<file path="src/rtl/fifo_stream_pkg.sv">
// Shared types and default sizes for the sync FIFO and its read-side streamer.
package fifo_stream_pkg;

    localparam int FIFO_WIDTH = 16;
    localparam int FIFO_DEPTH = 16;
    localparam int BUF_DEPTH  = 4;

    typedef enum logic [1:0] {
        DISABLED = 2'd0,
        RUN      = 2'd1,
        DRAIN    = 2'd2
    } strm_state_e;

endpackage

</file>
<file path="src/rtl/stream_skid_buf.sv">
// Circular skid buffer behind the FIFO read port; the head entry drives the master port.
module stream_skid_buf #(
    parameter int WIDTH = 16,
    parameter int DEPTH = 4
) (
    input  logic                     clk,
    input  logic                     rst,
    input  logic                     push,
    input  logic [WIDTH-1:0]         push_data,
    input  logic                     pop,
    input  logic                     flush,
    output logic [$clog2(DEPTH):0]   occ,
    output logic                     m_valid,
    output logic [WIDTH-1:0]         m_data
);

    localparam int PTR_W = $clog2(DEPTH);

    logic [WIDTH-1:0] mem [DEPTH];
    logic [PTR_W-1:0] wr_ptr;
    logic [PTR_W-1:0] rd_ptr;

    always_ff @(posedge clk) begin
        if (rst) begin
            wr_ptr <= '0;
            rd_ptr <= '0;
            occ    <= '0;
            for (int i = 0; i < DEPTH; i++) begin
                mem[i] <= '0;
            end
        end else begin
            if (push) begin
                mem[wr_ptr] <= push_data;
                wr_ptr      <= wr_ptr + PTR_W'(1);
            end
            // Flush empties the buffer by snapping the read side onto the write side.
            if (flush) begin
                occ    <= '0;
                rd_ptr <= wr_ptr;
            end else begin
                if (pop) begin
                    rd_ptr <= rd_ptr + PTR_W'(1);
                end
                case ({push, pop})
                    2'b10:   occ <= occ + (PTR_W + 1)'(1);
                    2'b01:   occ <= occ - (PTR_W + 1)'(1);
                    default: occ <= occ;
                endcase
            end
        end
    end

    assign m_valid = (occ != '0);
    assign m_data  = mem[rd_ptr];

endmodule

</file>
<file path="src/rtl/fifo_rd_streamer.sv">
// FIFO drain stage: read issue, enable/drain/flush FSM and a valid/ready master port.
// Define STREAMER_STATS_EN to add beat_cnt and the sticky err_underflow flag.
//
// Handshake: a word transfers on every rising edge where m_valid & m_ready;
// m_data is held stable while m_valid & !m_ready, and m_valid never depends on m_ready.
module fifo_rd_streamer #(
    parameter int FIFO_WIDTH = fifo_stream_pkg::FIFO_WIDTH,
    parameter int BUF_DEPTH  = fifo_stream_pkg::BUF_DEPTH
) (
    input  logic                  clk,
    input  logic                  rst,
    input  logic                  en,
    input  logic                  flush,
    input  logic                  fifo_empty,
    input  logic                  fifo_underflow,
    input  logic [FIFO_WIDTH-1:0] fifo_data_out,
    output logic                  fifo_rd_en,
    output logic                  m_valid,
    input  logic                  m_ready,
    output logic [FIFO_WIDTH-1:0] m_data,
    output logic                  idle,
`ifdef STREAMER_STATS_EN
    output logic [15:0]           beat_cnt,
    output logic                  err_underflow,
`endif
    output logic [1:0]            state
);

    import fifo_stream_pkg::*;

    localparam int OCC_W = $clog2(BUF_DEPTH) + 1;

    strm_state_e      state_q;
    strm_state_e      state_d;
    logic             inflight;
    logic             push;
    logic             pop;
    logic             drain_done;
    logic [OCC_W-1:0] occ;
    logic [OCC_W:0]   level;

    assign push  = inflight & ~flush;
    assign pop   = m_valid & m_ready;
    assign level = {1'b0, occ} + {{OCC_W{1'b0}}, inflight};

    // Only registered state and fifo_empty feed the read strobe, never m_ready.
    assign fifo_rd_en = (state_q == RUN) & ~fifo_empty & ~flush
                      & (level < (OCC_W + 1)'(BUF_DEPTH));

    // The last word leaves this cycle, so the FSM can retire on the same edge.
    assign drain_done = ~inflight & ((occ == '0) | ((occ == OCC_W'(1)) & pop));

    always_ff @(posedge clk) begin
        if (rst) begin
            state_q  <= DISABLED;
            inflight <= 1'b0;
        end else begin
            state_q  <= state_d;
            inflight <= fifo_rd_en;
        end
    end

    always_comb begin
        state_d = state_q;
        if (flush) begin
            state_d = en ? RUN : DISABLED;
        end else begin
            case (state_q)
                DISABLED: if (en) state_d = RUN;
                RUN:      if (!en) state_d = DRAIN;
                DRAIN: begin
                    if (en)              state_d = RUN;
                    else if (drain_done) state_d = DISABLED;
                end
                default:  state_d = DISABLED;
            endcase
        end
    end

    stream_skid_buf #(
        .WIDTH (FIFO_WIDTH),
        .DEPTH (BUF_DEPTH)
    ) u_buf (
        .clk       (clk),
        .rst       (rst),
        .push      (push),
        .push_data (fifo_data_out),
        .pop       (pop),
        .flush     (flush),
        .occ       (occ),
        .m_valid   (m_valid),
        .m_data    (m_data)
    );

    assign idle  = (state_q == DISABLED) & (occ == '0);
    assign state = state_q;

`ifdef STREAMER_STATS_EN
    always_ff @(posedge clk) begin
        if (rst) begin
            beat_cnt      <= '0;
            err_underflow <= 1'b0;
        end else begin
            if (pop)            beat_cnt      <= beat_cnt + 16'd1;
            if (fifo_underflow) err_underflow <= 1'b1;
        end
    end
`else
    logic unused_underflow;
    assign unused_underflow = fifo_underflow;
`endif

endmodule

</file>
<file path="config.mk">
export PLATFORM = sky130hd
export DESIGN_NAME = fifo_rd_streamer
export DESIGN_NICKNAME = d
export VERILOG_FILES = /design/src/rtl/fifo_stream_pkg.sv /design/src/rtl/stream_skid_buf.sv /design/src/rtl/fifo_rd_streamer.sv
export SDC_FILE = /design/constraint.sdc
export NUM_CORES = 1
export LEC_CHECK = 0
export CAP_MARGIN = 20
export CORE_ASPECT_RATIO = 0.75
export CORE_UTILIZATION = 25
export CTS_CLUSTER_DIAMETER = 30
export DETAILED_ROUTE_END_ITERATION = 7
export GPL_TIMING_DRIVEN = 0
export SLEW_MARGIN = 40
export SYNTH_ARGS = -nofsm -noshare
export SYNTH_HDL_FRONTEND = slang
export SYNTH_SLANG_ARGS = --single-unit
</file>
<file path="constraint.sdc">
create_clock -name clk -period 2.4 [get_ports clk]
set_input_delay 0.48 -clock clk [delete_from_list [all_inputs] [get_ports clk]]
set_output_delay 0.48 -clock clk [all_outputs]
set_load 0.02 [all_outputs]
</file>
==> results of run 1 <==
-- worst max-delay path, cell delays in order (launching register included) --
cell,delay (ps)
dfxtp_1,320
buf_6,160
mux4_2,500
clkdlybuf4s50_1,550
-- flip-flops by register name, summed over array words and instances (netlist names), named ones only --
signal        flops
u_buf.occ         3
u_buf.wr_ptr      2
u_buf.mem        64
state             2
inflight          1
u_buf.rd_ptr      2
-- cell type report --
| class | instances | area (sq um) | share of cell area (%) |
|---|---|---|---|
| plain buffers | 10 | 87.6 | 2.01 |
| clock buffers | 10 | 229 | 5.24 |
| clock inverters | 5 | 53.8 | 1.23 |
| inverters | 4 | 15.0 | 0.344 |
| multi-input cells | 132 | 1180 | 27.1 |
| flip-flops and latches | 76 | 2160 | 49.5 |
| well taps | 171 | 214 | 4.90 |
| repair buffers | 43 | 420 | 9.63 |
-- per-stage QoR --
step	total power, uW	setup WS (ps)
after detailed placement	1770	-239
after global placement	1760	-799
after CTS	3040	15.1
final	3010	60.8
after floorplan	1630	382
after global routing	3100	0.540
-- cell usage in the layout, fill, tap and decap left out, types with 3 or more instances in the layout --
master / Yosys / routed
mux4_2: 16 / 16
clkdlybuf4s50_1: 0 / 24
nor2_1: 7 / 7
and2_1: 65 / 65
dfxtp_1: 12 / 12
dlygate4sd2_1: 0 / 12
clkbuf_16: 0 / 9
buf_6: 2 / 3
xor2_1: 3 / 3
ha_1: 5 / 5
edfxtp_1: 64 / 64
buf_2: 5 / 3
clkdlybuf4s15_1: 0 / 3
-- cell families (layout without fill, tap and decap cells) --
kind of cell,Yosys count,after routing,share of synthesized area [%]
XOR/XNOR,5,5,1.28
AND/OR/NAND/NOR,94,94,18.0
AO/OA/AOI/OAI,11,11,2.41
adder cells (fa/ha/maj),5,5,1.83
buffers and inverters,15,72,2.49
multiplexers,17,17,10.8
flip-flops,76,76,63.2
-- how the worst max path moves through the flow --
stage,startpoint,endpoint,slack [ps]
floorplan,flush,u_buf.mem[1][0]$_SDFFCE_PN0P_,380
global placement,flush,u_buf.mem[1][13]$_SDFFCE_PN0P_,-800
detailed placement,flush,u_buf.mem[0][13]$_SDFFCE_PN0P_,-240
CTS,flop,m_data[15],20
global route,flop,m_data[8],0.5
finish,flop,m_data[0],60
-- per-layer routing --
layer	routed length [um]	vias up	track usage, %
met1	3160	935	13.3
met2	3220	52	17.9
met3	474	11	3.12
li1	-	927	-
met4	116	0	5.07
met5	0	-	0
-- power groups by stage --
| stage | combinational (uW) | sequential, uW | clock, uW |
|---|---|---|---|
| after global routing | 255 | 1490 | 1350 |
| after CTS | 242 | 1490 | 1310 |
| after floorplan | 124 | 1510 | 0 |
| after global placement | 250 | 1510 | 0 |
| final | 236 | 1490 | 1290 |
| after detailed placement | 255 | 1510 | 0 |
-- repair_timing --
action,4_1_cts,5_1_grt
pin swaps,0,0
setup buffers,0,0
resized for setup,22,7
hold endpoints to repair,0,0
setup endpoints to repair,19,6
==> results.py, run 1 <==
metrics = {
    "power_and_ir_drop": {
        "power.share.switching_pct": 20.9,
        "leakagePower_uw": 0.00159,
        "peakVddDrop_uv": 314,
        "pwr-share-comb_pct": 7.8,
        "powerDensity_mw_per_mm2": 689,
        "p_clk_share_pct": 42.7,
        "intPower_uw": 2380,
        "sequentialPowerShare_pct": 49.4,
        "switchingPower_uw": 630,
    },
    "timing": {
        "final.setup_skew_ps": 3.47,
        "finalCritPeriodShare_pct": 97.5,
        "fin_crit_ps": 2340,
        "maxSlewViolCount": 0,
        "worst_pin_slew_ps": 602,
        "holdWs_ps": 524,
        "max_slew_margin_pct": 58.9,
        "setup_viol": 0,
        "grt_setup_unrepaired": "false",
        "max_freq_mhz": 428,
        "tns_ps": 0,
        "hold_viol": 0,
    },
    "placement": {
        "portBuffers": 42,
        "postPlaceCellArea_sq_mm": 0.00408,
        "dp_hpwl_um": 4730,
        "place_inst": 437,
        "globalplace.congestion": 0.764,
    },
    "layout": {
        "drive_gt1_share_pct": 18.2,
        "nFillCells": 1308,
        "fin_cells": 451,
        "fin_area_sq_mm": 0.00437,
        "post-route-util_pct": 33.2,
        "nets": 304,
        "layout-area-overhead-vs-synth_pct": 27.7,
        "n_antenna_cell": 0,
    },
    "floorplanning": {
        "die_area_sq_mm": 0.0142,
        "io_pins": 44,
        "start_util_pct": 26.0,
        "die_h_um": 103,
        "fp.dieW_um": 137,
        "core_area_sq_mm": 0.0132,
        "rows": 36,
    },
    "worst_setup_path": {
        "r2r_slack_ps": 420,
        "r2r_end": "u_buf.mem[0][2]$_SDFFCE_PN0P_",
        "startpoint_type": "flop",
        "arrival_ps": 1860,
        "endpoint_kind": "primary output",
        "ff2ff_path_depth": 4,
        "r2r_start": "inflight$_SDFF_PP0_",
        "crit_type": "flop to primary output",
        "crit_fanout": 7,
        "crit_required_ps": 1920,
    },
    "yosys": {
        "ys.flop_type": "edfxtp_1",
        "ys_ff_latch": 76,
        "yosys.area.top_type": "edfxtp_1",
        "yosysSeqAreaShare_pct": 63.2,
        "syn-num-nets": 251,
        "synth.top_cells.by_count": "and2_1, edfxtp_1, mux4_2, dfxtp_1, nor2_1",
        "netlist.area_leader.share_pct": 56.2,
        "async_flop_share_pct": 0,
        "ys_warn_count": 0,
        "yosysUniqueCellTypes": 41,
        "synth_area_leaders": "edfxtp_1, and2_1, mux4_2, dfxtp_1, ha_1",
        "syn_avg_cell_area_sq_um": 15.3,
        "synth_cells": 223,
        "syn_area_sq_mm": 0.00342,
        "yosysMostFrequentCell": "and2_1",
        "synth-edff-count": 64,
    },
    "grt": {
        "grt_first_pass_wirelength_um": 10900,
        "first_global_vias": 2042,
        "grt_remaining_overflow": 0,
        "grt_max_degree": 17,
        "grt_antenna_before_repair": 0,
        "track_usage_pct": 10.9,
    },
    "clocking": {
        "htreeDepth": 3,
        "clockBufferDepth": 2,
        "ctsHoldBuffers": 0,
        "cts_tree": "yes",
        "cts-root-buf": "clkbuf_16",
        "clock-sinks": 76,
        "clk_latency_ps": 330,
        "numCtsBuffers": 9,
        "cts.clk_slew.worst_paths_ps": 50,
    },
    "drt": {
        "wl_per_cell_um": 15.5,
        "drtIter0Drc": 76,
        "drt-vias-per-instance": 4.27,
        "route.vias.total": 1925,
        "drc": 0,
        "ant_nets": 0,
        "firstDrtPassIters": 4,
        "postRouteWirelength_um": 6980,
    },
    "flow_run": {
        "max_cap_viol_count": 0,
    },
    "min_path": {
        "hold_class": "flop to flop",
        "hold_end": "u_buf.occ[2]$_SDFFE_PP0P_",
        "hold_start": "u_buf.occ[2]$_SDFFE_PP0P_",
        "hold_depth": 2,
    },
    "outcome": {
        "status": "complete, no violations",
    },
}
Power figures use the tool's default switching activity.
==> run 2, diff against run 1 <==
--- a/config.mk
+++ b/config.mk
@@ -15,3 +15,4 @@
 export SYNTH_ARGS = -nofsm -noshare
 export SYNTH_HDL_FRONTEND = slang
 export SYNTH_SLANG_ARGS = --single-unit
+export TNS_END_PERCENT = 30
==> constraint.sdc (replaced) <==
create_clock -name clk -period 1.91 [get_ports clk]
set_input_delay 0.382 -clock clk [delete_from_list [all_inputs] [get_ports clk]]
set_output_delay 0.382 -clock clk [all_outputs]
set_load 0.02 [all_outputs]
==> run 2 against run 1 <==
  * Clock skew is 1.0 ps higher
  * Register-to-register slack got worse by 320 ps
  * Critical path type unchanged
  * First-iteration DRC count shrank 37%
  * The flow now finishes with violations (setup timing)
  * Core utilization rose by 1.7 points
  * Global-route usage up 0.42 points
==> results.py, run 2 (synthesis gave the netlist of run 1 again) <==
metrics = {
    "layout": {
        "drive_gt1_share_pct": 30.1,
        "nets": 312,
        "largest_reg_flops": 64,
        "final_cell_mix": "and2_1, edfxtp_1, clkdlybuf4s50_1, buf_6, mux4_2",
        "layout-area-overhead-vs-synth_pct": 34.3,
        "n_antenna_cell": 0,
        "layout_commonest_cell": "and2_1",
        "top_register": "u_buf.mem",
        "fin_area_sq_mm": 0.00460,
        "reg_top3": "u_buf.mem: 64 flops, u_buf.occ: 3 flops",
    },
    "grt": {
        "grt_antenna_before_repair": 0,
        "track_usage_pct": 11.3,
        "first_global_vias": 2076,
        "grt_max_degree": 17,
        "grt_remaining_overflow": 0,
        "grt_first_pass_wirelength_um": 11300,
    },
    "worst_setup_path": {
        "startpoint_type": "flop",
        "r2r_start": "u_buf.occ[1]$_SDFFE_PP0P_",
        "path_cells": "buf_8 > buf_12 > mux4_2 > buf_6",
        "cp_num_buf_inv": 3,
        "arrival_ps": 1620,
        "ff2ff_path_depth": 8,
        "crit_type": "flop to primary output",
        "endpoint_kind": "primary output",
        "crit_family": "multiplexers",
        "r2r_slack_ps": 100,
        "crit_path_max_incr_delay_ps": 530,
        "crit_fanout": 6,
        "crit_required_ps": 1530,
        "r2r_end": "u_buf.occ[2]$_SDFFE_PP0P_",
        "cp_slowest_cell": "mux4_2",
    },
    "placement": {
        "postPlaceCellArea_sq_mm": 0.00407,
        "dp_hpwl_um": 4750,
        "globalplace.congestion": 0.712,
        "place_ws_ps": -669,
        "portBuffers": 42,
    },
    "drt": {
        "route.vias.total": 1957,
        "drtIter0Drc": 48,
        "drc": 0,
        "ant_nets": 0,
        "firstDrtPassIters": 4,
        "drt-vias-per-instance": 4.25,
        "postRouteWirelength_um": 7360,
        "wl_per_cell_um": 16.0,
    },
    "floorplanning": {
        "io_pins": 44,
        "start_util_pct": 26.0,
        "fp.dieW_um": 137,
        "rows": 36,
        "die_area_sq_mm": 0.0142,
        "core_area_sq_mm": 0.0132,
        "die_h_um": 103,
    },
    "clocking": {
        "cts-root-buf": "clkbuf_16",
        "numCtsBuffers": 9,
        "clock-sinks": 76,
        "clk_latency_ps": 330,
        "clockBufferDepth": 2,
        "ctsHoldBuffers": 0,
        "cts.clk_slew.worst_paths_ps": 60,
        "cts_tree": "yes",
        "htreeDepth": 3,
    },
    "timing": {
        "worst_pin_slew_ps": 584,
        "worst_slack_ps": -95.3,
        "maxSlewViolCount": 0,
        "setup_viol": 16,
        "final.setup_skew_ps": 4.48,
        "finalCritPeriodShare_pct": 105,
        "fin_crit_ps": 2010,
        "hold_viol": 0,
        "max_freq_mhz": 499,
        "max_slew_margin_pct": 61.0,
        "grt_setup_unrepaired": "true",
    },
    "min_path": {
        "hold_class": "flop to flop",
        "hold_depth": 2,
        "hold_start": "u_buf.occ[2]$_SDFFE_PP0P_",
        "hold_end": "u_buf.occ[2]$_SDFFE_PP0P_",
    },
    "power_and_ir_drop": {
        "peakVddDrop_uv": 398,
        "leakagePower_uw": 0.00167,
        "powerDensity_mw_per_mm2": 882,
    },
    "flow_run": {
        "max_cap_viol_count": 0,
    },
    "outcome": {
        "violations": "setup timing",
        "status": "complete, but fails checks",
    },
}
run 2: stage by stage:
step	cells	power, uW	hold WS (ps)	TNS (ps)	utilization (%)
detailed placement	436	2220	519	-47020	30.9
floorplan	223	2050	458	0	-
finish	460	4050	528	-912	34.9
global placement	436	2210	512	-47700	30.9
CTS	458	4090	530	-1270	34.4
global route	460	4190	550	-1800	34.9
run 2: metal layers:
layer | global-route usage (%) | vias to the layer above | share of wire (%) | wire length (um)
met3 | 4.14 | 7 | 4.8 | 356
li1 | - | 947 | - | -
met5 | 0 | - | 0 | 0
met2 | 18.9 | 41 | 48 | 3540
met4 | 3.04 | 0 | 0.83 | 61
met1 | 13.9 | 962 | 46 | 3410
run 2: worst max-delay path by stage:
stage	endpoint	cells past startpoint
6_report	m_data[10]	4
5_1_grt	m_data[10]	4
4_1_cts	m_data[11]	4
3_5_place_dp	u_buf.mem[0][6]$_SDFFCE_PN0P_	5
3_3_place_gp	u_buf.mem[0][14]$_SDFFCE_PN0P_	5
2_1_floorplan	u_buf.occ[2]$_SDFFE_PP0P_	7
run 2: where the power goes:
part	internal [uW]	switching [uW]	total, uW
Clock	1180	646	1830
Combinational	188	165	352
Sequential	1850	22.0	1870
Total	3220	832	4050
run 2: cell type report:
cell class | instances | area (sq um)
clock inverter | 5 | 85.1
inverter | 4 | 15.0
buffer | 10 | 92.6
timing repair buffer | 51 | 543
sequential | 76 | 2170
fill | 1281 | 8560
clock buffer | 11 | 243
tap | 171 | 214
multi-input combinational | 132 | 1240
run 2: timing repair:
item / in CTS / in global routing
cloned: 1 / 0
setup endpoints to repair: 56 / 87
buffers inserted: 6 / 2
pin swaps: 1 / 1
gates resized for setup: 118 / 13
run 2: worst register-to-register path, cell delays in order, from the launching register on:
cell and delay [ps]:
dfxtp_1 330, inv_1 120, ha_2 210, nand2b_2 130, and2_1 220, ha_4 170
mux2i_1 120, or3_1 300, a21oi_1 150
